$ cat src/rtl/ysyx_22041412_mem_arbiter.sv
// Two-master read arbiter: IF and LS share one downstream read port, one
// transaction at a time, round-robin on ties, IF flush and timeout abort.
module ysyx_22041412_mem_arbiter #(
  parameter int unsigned TIMEOUT = 255
) (
  input  logic        clk,
  input  logic        rst,
  input  logic        if_valid_i,
  input  logic [31:0] if_addr_i,
  input  logic [7:0]  if_size_i,
  output logic        if_ready_o,
  output logic [63:0] if_data_o,
  input  logic        ls_valid_i,
  input  logic [31:0] ls_addr_i,
  input  logic [7:0]  ls_size_i,
  output logic        ls_ready_o,
  output logic [63:0] ls_data_o,
  input  logic        flush_i,
  output logic        mem_valid_o,
  output logic [31:0] mem_addr_o,
  output logic [7:0]  mem_size_o,
  input  logic        mem_ready_i,
  input  logic [63:0] mem_data_i,
  output logic        busy_o,
  output logic        err_o,
  output logic [1:0]  dbg_state_o
);

  // Handshake: a requester holds *_valid_i (with stable addr/size) until its
  // one-cycle *_ready_o pulse; mem_valid_o is held (addr/size stable) until a
  // one-cycle mem_ready_i or the timeout abort. mem_ready_i outside BUSY is ignored.

  typedef enum logic [1:0] {
    S_IDLE    = 2'd0,
    S_BUSY_IF = 2'd1,
    S_BUSY_LS = 2'd2,
    S_DONE    = 2'd3
  } state_t;

  localparam logic [15:0] CNT_LAST = 16'(TIMEOUT - 1);

  state_t      r_state;
  state_t      w_state_nxt;
  logic        r_last_ls;
  logic        w_last_ls_nxt;
  logic        r_drop;
  logic        w_drop_nxt;
  logic [15:0] r_cnt;
  logic [15:0] w_cnt_nxt;
  logic        r_mem_valid;
  logic        w_mem_valid_nxt;
  logic [31:0] r_mem_addr;
  logic [31:0] w_mem_addr_nxt;
  logic [7:0]  r_mem_size;
  logic [7:0]  w_mem_size_nxt;
  logic        r_if_ready;
  logic        w_if_ready_nxt;
  logic [63:0] r_if_data;
  logic [63:0] w_if_data_nxt;
  logic        r_ls_ready;
  logic        w_ls_ready_nxt;
  logic [63:0] r_ls_data;
  logic [63:0] w_ls_data_nxt;
  logic        r_err;
  logic        w_err_nxt;

  logic        w_if_req;
  logic        w_grant_ls;
  logic        w_finish;
  logic        w_drop_eff;
  logic [63:0] w_resp_data;

  // A flushed IF request never qualifies; LS wins a tie when IF went last.
  assign w_if_req    = if_valid_i & ~flush_i;
  assign w_grant_ls  = ls_valid_i & (~w_if_req | ~r_last_ls);
  assign w_finish    = mem_ready_i | (r_cnt == CNT_LAST);
  assign w_drop_eff  = r_drop | flush_i;
  assign w_resp_data = mem_ready_i ? mem_data_i : 64'd0;

  always_comb begin
    w_state_nxt     = r_state;
    w_last_ls_nxt   = r_last_ls;
    w_drop_nxt      = r_drop;
    w_cnt_nxt       = r_cnt;
    w_mem_valid_nxt = r_mem_valid;
    w_mem_addr_nxt  = r_mem_addr;
    w_mem_size_nxt  = r_mem_size;
    w_if_ready_nxt  = 1'b0;
    w_if_data_nxt   = r_if_data;
    w_ls_ready_nxt  = 1'b0;
    w_ls_data_nxt   = r_ls_data;
    w_err_nxt       = 1'b0;
    case (r_state)
      S_IDLE: begin
        if (w_if_req || ls_valid_i) begin
          w_mem_valid_nxt = 1'b1;
          w_cnt_nxt       = 16'd0;
          w_drop_nxt      = 1'b0;
          w_last_ls_nxt   = w_grant_ls;
          if (w_grant_ls) begin
            w_mem_addr_nxt = ls_addr_i;
            w_mem_size_nxt = ls_size_i;
            w_state_nxt    = S_BUSY_LS;
          end else begin
            w_mem_addr_nxt = if_addr_i;
            w_mem_size_nxt = if_size_i;
            w_state_nxt    = S_BUSY_IF;
          end
        end
      end
      S_BUSY_IF, S_BUSY_LS: begin
        if (w_finish) begin
          // A response on the timeout edge wins, so err only fires without one.
          w_mem_valid_nxt = 1'b0;
          w_state_nxt     = S_DONE;
          w_drop_nxt      = 1'b0;
          w_err_nxt       = ~mem_ready_i;
          if (r_state == S_BUSY_LS) begin
            w_ls_ready_nxt = 1'b1;
            w_ls_data_nxt  = w_resp_data;
          end else if (!w_drop_eff) begin
            w_if_ready_nxt = 1'b1;
            w_if_data_nxt  = w_resp_data;
          end
        end else begin
          w_cnt_nxt = r_cnt + 16'd1;
          if (r_state == S_BUSY_IF && flush_i) begin
            w_drop_nxt = 1'b1;
          end
        end
      end
      S_DONE: begin
        w_state_nxt = S_IDLE;
      end
      default: begin
        w_state_nxt = S_IDLE;
      end
    endcase
  end

  always_ff @(posedge clk or negedge rst) begin
    if (!rst) begin
      r_state     <= S_IDLE;
      r_last_ls   <= 1'b0;
      r_drop      <= 1'b0;
      r_cnt       <= 16'd0;
      r_mem_valid <= 1'b0;
      r_mem_addr  <= 32'd0;
      r_mem_size  <= 8'd0;
      r_if_ready  <= 1'b0;
      r_if_data   <= 64'd0;
      r_ls_ready  <= 1'b0;
      r_ls_data   <= 64'd0;
      r_err       <= 1'b0;
    end else begin
      r_state     <= w_state_nxt;
      r_last_ls   <= w_last_ls_nxt;
      r_drop      <= w_drop_nxt;
      r_cnt       <= w_cnt_nxt;
      r_mem_valid <= w_mem_valid_nxt;
      r_mem_addr  <= w_mem_addr_nxt;
      r_mem_size  <= w_mem_size_nxt;
      r_if_ready  <= w_if_ready_nxt;
      r_if_data   <= w_if_data_nxt;
      r_ls_ready  <= w_ls_ready_nxt;
      r_ls_data   <= w_ls_data_nxt;
      r_err       <= w_err_nxt;
    end
  end

  assign if_ready_o  = r_if_ready;
  assign if_data_o   = r_if_data;
  assign ls_ready_o  = r_ls_ready;
  assign ls_data_o   = r_ls_data;
  assign mem_valid_o = r_mem_valid;
  assign mem_addr_o  = r_mem_addr;
  assign mem_size_o  = r_mem_size;
  assign err_o       = r_err;
  assign busy_o      = (r_state != S_IDLE);
  assign dbg_state_o = r_state;

endmodule

$ cat config.mk
export PLATFORM = sky130hd
export DESIGN_NAME = ysyx_22041412_mem_arbiter
export DESIGN_NICKNAME = d
export VERILOG_FILES = /design/src/rtl/ysyx_22041412_mem_arbiter.sv
export SDC_FILE = /design/constraint.sdc
export NUM_CORES = 1
export LEC_CHECK = 0
export ABC_AREA = 1
export CAP_MARGIN = 0
export CORE_ASPECT_RATIO = 0.7
export CORE_MARGIN = 2
export CORE_UTILIZATION = 40
export CTS_CLUSTER_DIAMETER = 30
export CTS_CLUSTER_SIZE = 30
export DETAILED_ROUTE_END_ITERATION = 6
export GPL_ROUTABILITY_DRIVEN = 0
export PLACE_DENSITY = 0.77
export SYNTH_ARGS = -nofsm -noshare
export SYNTH_HDL_FRONTEND = slang
export SYNTH_SLANG_ARGS = --single-unit
$ cat constraint.sdc
create_clock -name clk -period 1.9 [get_ports clk]
set_input_delay 0.19 -clock clk [delete_from_list [all_inputs] [get_ports clk]]
set_output_delay 0.19 -clock clk [all_outputs]
set_load 0.005 [all_outputs]
# Word level (Yosys, flattened, before mapping)
# Index checks and enable logic that the tools add are counted.
[totals]
ff_bits = 192
word_cells = 71
output_inout_bits = 175
inputBits = 150
[op_classes]
n_mux = 26
eq_ne = 8
n_bitwise = 11
n_addsub = 1
reduce_logical = 13
[ops]
columns = ["operator", "n"]
rows = [
  ["$mux 64", 1],
  ["$mux 16", 2],
  ["$mux 32", 1],
  ["$pmux 16 s2", 1],
  ["$add 16x1->16 const B", 1],
  ["$eq 16x8->1 const B", 1],
  ["$mux 1", 14],
  ["$reduce_and 3->1", 4],
  ["$mux 8", 1],
  ["$mux 2", 3],
  ["$ne 2x2->1 const B", 3],
  ["$not 1->1", 6],
  ["$pmux 2 s3", 1],
  ["$eq 2x2->1 const B", 2],
  ["$pmux 1 s2", 2],
  ["$reduce_and 2->1", 2],
  ["$reduce_and 4->1", 1],
  ["$reduce_bool 2->1", 2],
  ["$ne 3x3->1 const B", 1],
  ["$or 1x1->1", 3],
  ["$and 1x1->1", 2],
  ["$eq 2x1->1 const B", 1],
  ["$logic_not 2->1", 1],
  ["$reduce_or 2->1", 1],
  ["other kinds (2)", 2],
]

# Longest topological paths before layout
[depth]
depth_word = 8
ltp_mapped = 11
mapped_depth_nobuf = 10

# Least setup slack after synthesis
# No wires, ideal clock.
[synth_path]
path_kind = "register -> register"
startpoint = "register r_state[0], in the netlist dbg_state_o[0]"
endpoint = "register r_cnt[11]"
t_required_ns = 1.835
path_buffers = 2
setup_ns = 0.065
stages_incl_launch_ff = 10
path_slack_ns = 0.049
t_arrival_ns = 1.787
cell_sequence = "dfrtp_1 -> inv_1 -> ha_1 -> buf_6 -> o21ai_0 -> inv_2 -> nand2_2 -> buf_6 -> nand2_1 -> nand2_1"
[synth_via]
elab_chain_cells = 4
[synth_rtl]
columns = ["element", "line", "text"]
rows = [
  ["start, declared", "42", "state_t r_state;"],
  ["start signal, assigned", "156", "r_state <= w_state_nxt;"],
  ["$eq 2x2->1 or $eq 2x1->1 (tied branches)", "93", "case (r_state)"],
  ["$reduce_or 2->1", "93", ""],
  ["$ne 2x2->1 (no line) or $reduce_bool 2->1 (tied branches)", "-", ""],
  ["$reduce_and 3->1 (no line)", "-", ""],
  ["end signal, assigned", "159", "r_cnt <= w_cnt_nxt;"],
  ["end, declared", "48", "logic [15:0] r_cnt;"],
]
# Parallel ways exist; a longest one is shown, timed or not.
# A chain may end at the register's enable or synchronous reset.

# Final worst setup path
[layout_path]
startpoint = "register r_cnt[0]"
endpoint = "register r_if_data[0], in the netlist if_data_o[0]"
[layout_via]
elab_chain_cells = 3
[layout_rtl]
columns = ["element", "line", "text"]
rows = [
  ["$eq 16x8->1", "76", "assign w_finish = mem_ready_i | (r_cnt == CNT_LAST);"],
  ["$or 1x1->1", "76", ""],
  ["$reduce_and 4->1 (no line)", "-", ""],
  ["end signal, assigned", "164", "r_if_data <= w_if_data_nxt;"],
  ["end, declared", "58", "logic [63:0] r_if_data;"],
]
# Every way passes these cells.

==> results.yml <==
run_status:
  status: "complete, no violations"
placed_design:
  dp_hpwl_mm: 18.32
  port_buffers: 324
  dp_cells: 1511
route:
  vias: 7734
  remaining_drc_errors: 0
  drt-total-wl_mm: 26.17
  wl_per_cell_um: 16.83
  antenna_left: 0
  drt_first_pass_iters: 5
  vias_per_cell: 4.974
  drtIter0Drc: 463
sta:
  fin_crit_sh_pct: 98.30
  rsz0062_at_grt: "yes"
  finalSetupViolations: 0
  max_freq_mhz: 535.4
  tns_ps: 0
  skew_ps: 17.98
  hold_violations: 0
  worstMarginPinSlew_ps: 438.8
  slew_viol_final: 0
  hold_slack_ps: 278.2
  fin_crit_ps: 1868
  slew_headroom_pct: 70.74
floorplan:
  core_area_um2: 20980
  pin_count: 325
  dieArea_um2: 22800
  fp.dieW_um: 179.6
  die_h_um: 126.9
  initial_core_util_pct: 41.17
  num_rows: 44
clocking:
  clk_pin_slew_ps: 80
  cts_tree: "built"
  cts.path.max_buffers: 2
  clock_sinks: 192
  cts_max_level: 4
  insertion_delay_ps: 430
  root_buffer: "clkbuf_16"
  cts_buffers: 17
cells_and_area:
  regArea_um2: 4805
  drive_gt1_share_pct: 15.40
  syn_to_final_growth_pct: 50.99
  finalNonFillerCells: 1555
  antennaDiodeCount: 0
  fin_util_pct: 62.16
  multi_input_area_um2: 3342
  num-nets-final: 1423
  fill_cells: 1739
global_routing:
  grt_start_max_net_pins: 80
  overflow: 0
  grt_pass1_vias: 7404
  grt_antenna_before_repair: 0
  grt_pass1_wl_mm: 40.34
  grt_use_total_pct: 22.07
yosys:
  synth-seq-cells: 192
  synth_top_family_by_area: "simple AND/OR/NAND/NOR gates"
  synth-simple-area-share_pct: 19.77
  synth_compound_area_share_pct: 17.27
  yosysSeqAreaShare_pct: 55.64
  syn_inst: 931
  synthTopCellsByCount: "nand2_1, dfrtp_1, o21ai_2"
  synth_fa_ha_area_share_pct: 0.8694
  yosys.area.top_type: "dfrtp_1"
  synth_flop_cell: "dfrtp_1"
  yosys-top-cells-area: "dfrtp_1, nand2_1, o21ai_2"
  synth_most_common_cell: "nand2_1"
  synthMuxAreaShare_pct: 0
  async_flop_share_pct: 100.0
  netlist_area_um2: 8635
  yosys_warnings: 0
  synthXorXnorAreaFrac_pct: 0.6086
  avgSynthCellArea_um2: 9.274
  synth_edf_count: 0
  yosysUniqueCellTypes: 30
  syn_nets: 1087
  synth_top_cell_area_share_pct: 55.64
critical_path:
  cp-endpoint: "if_data_o[0]$_DFFE_PN0P_"
  crit_family: "simple AND/OR/NAND/NOR gates"
  worst_path_largest_cell_delay_ps: 410
  cp.depth: 10
  criticalPathCategory: "flip-flop to flip-flop"
  reg2reg_to: "if_data_o[0]$_DFFE_PN0P_"
  path_cells: "inv_1 -> ha_1 -> nand3_1 -> nor2_2 -> nand2_2 -> nand2_4 -> nand3_4 -> buf_12 -> nand2_1 -> o21ai_2"
  worst-r2r-cell-count: 10
  r2r-start: "r_cnt[0]$_DFFE_PN0P_"
  slowest_stage: "dfrtp_1"
  cp.required_ps: 2210
  cp-end-kind: "flip-flop"
  worstPathMaxFanout: 46
  critPathArrivalTime_ps: 2170
  crit_start: "r_cnt[0]$_DFFE_PN0P_"
  reg2reg_slack_ps: 30
  start_kind: "flip-flop"
  critPathBufInv: 2
hold_path:
  min_path_type: "primary input to asynchronous set/reset pin"
flow_run:
  cap_violations: 0
power:
  pwr_density_cell_nw_per_um2: 1466
  ir_worst_vdd_mv: 0.7080
  power.total_mw: 19.12
  leakage_nw: 5.779
-- power breakdown --
part | internal (mW) | switching (mW)
Clock | 1.88 | 1.75
Sequential | 5.76 | 0.961
Combinational | 4.80 | 3.97
-- cell families (layout without fill, tap and decap cells) --
| group | Yosys count | in the layout |
|---|---|---|
| AO/OA/AOI/OAI | 221 | 221 |
| flip-flops | 192 | 192 |
| adder cells (fa/ha/maj) | 6 | 6 |
| XOR/XNOR | 6 | 6 |
| buffers and inverters | 78 | 426 |
| AND/OR/NAND/NOR | 428 | 428 |
-- per-layer routing --
| layer | vias up | GRT usage [%] | wire [µm] |
|---|---|---|---|
| met2 | 276 | 36.24 | 12440 |
| met3 | 26 | 6.460 | 1867 |
| li1 | 3716 | - | - |
| met4 | 0 | 5.787 | 487 |
| met1 | 3716 | 28.81 | 11370 |
| met5 | - | 0 | 0 |
-- cell type report --
type	count	share of cell area [%]
Clock buffer	17	3.263
Clock inverter	14	1.334
Inverter	23	0.6622
Multi-Input combinational cell	661	25.63
Sequential cell	192	36.85
Tap cell	276	2.649
Timing Repair Buffer	372	29.61
-- metrics by stage --
| step | cell area [µm²] | setup slack (ps) |
|---|---|---|
| CTS | 12860 | 5.095 |
| floorplan | 8635 | 48.52 |
| finish | 13040 | 32.26 |
| global route | 13040 | -44.52 |
| global placement | 12230 | 78.80 |
| detailed placement | 12230 | -33.44 |
-- worst min-delay path by stage --
stage | depth (start not counted) | to | from
floorplan | 0 | dbg_state_o[0]$_DFFE_PN0P_ | rst
global placement | 1 | if_data_o[3]$_DFFE_PN0P_ | rst
detailed placement | 1 | ls_data_o[3]$_DFFE_PN0P_ | rst
CTS | 2 | ls_data_o[3]$_DFFE_PN0P_ | rst
global route | 2 | ls_data_o[3]$_DFFE_PN0P_ | rst
finish | 2 | ls_data_o[2]$_DFFE_PN0P_ | rst
-- worst reg2reg max path, delay by kind of cell (launching register included) --
kind                       cells  cell delay, ps
DFF                            1             410
and+or+nand+nor                6             740
adders and majority gates      1             190
AOI/OAI and AO/OA              1              50
buffers and inverters          2             360
-- cell usage in the layout, fill, tap and decap left out, types with 3 or more instances in the layout --
cell,Yosys,layout
clkbuf_16,0,20
nand2_2,4,3
dfrtp_1,192,192
nand2_1,318,318
nor2_1,73,73
ha_1,6,5
o21ai_0,89,88
buf_12,0,14
inv_1,20,18
nand3_1,15,15
xor2_1,5,5
buf_4,0,27
clkinv_8,0,3
clkdlybuf4s50_1,0,322
o21ai_1,26,27
o21ai_2,99,99
inv_8,0,4
inv_2,3,5
nand4_1,7,7
-- flip-flops by register name (all words and copies together), names as in the netlist --
signal	cells
mem_addr_o	32
err_o	1
r_cnt	16
mem_valid_o	1
dbg_state_o	2
r_drop	1
if_data_o	64
ls_data_o	64
if_ready_o	1
mem_size_o	8
r_last_ls	1
ls_ready_o	1
-- what timing repair did --
item,CTS,global route
cloned,0,4
buffers inserted,2,6
endpoints found under the setup margin,19,125
resized for setup,2,9
endpoints found under the hold margin,45,0
hold buffers,1,0
(Power assumes the default switching activity.)
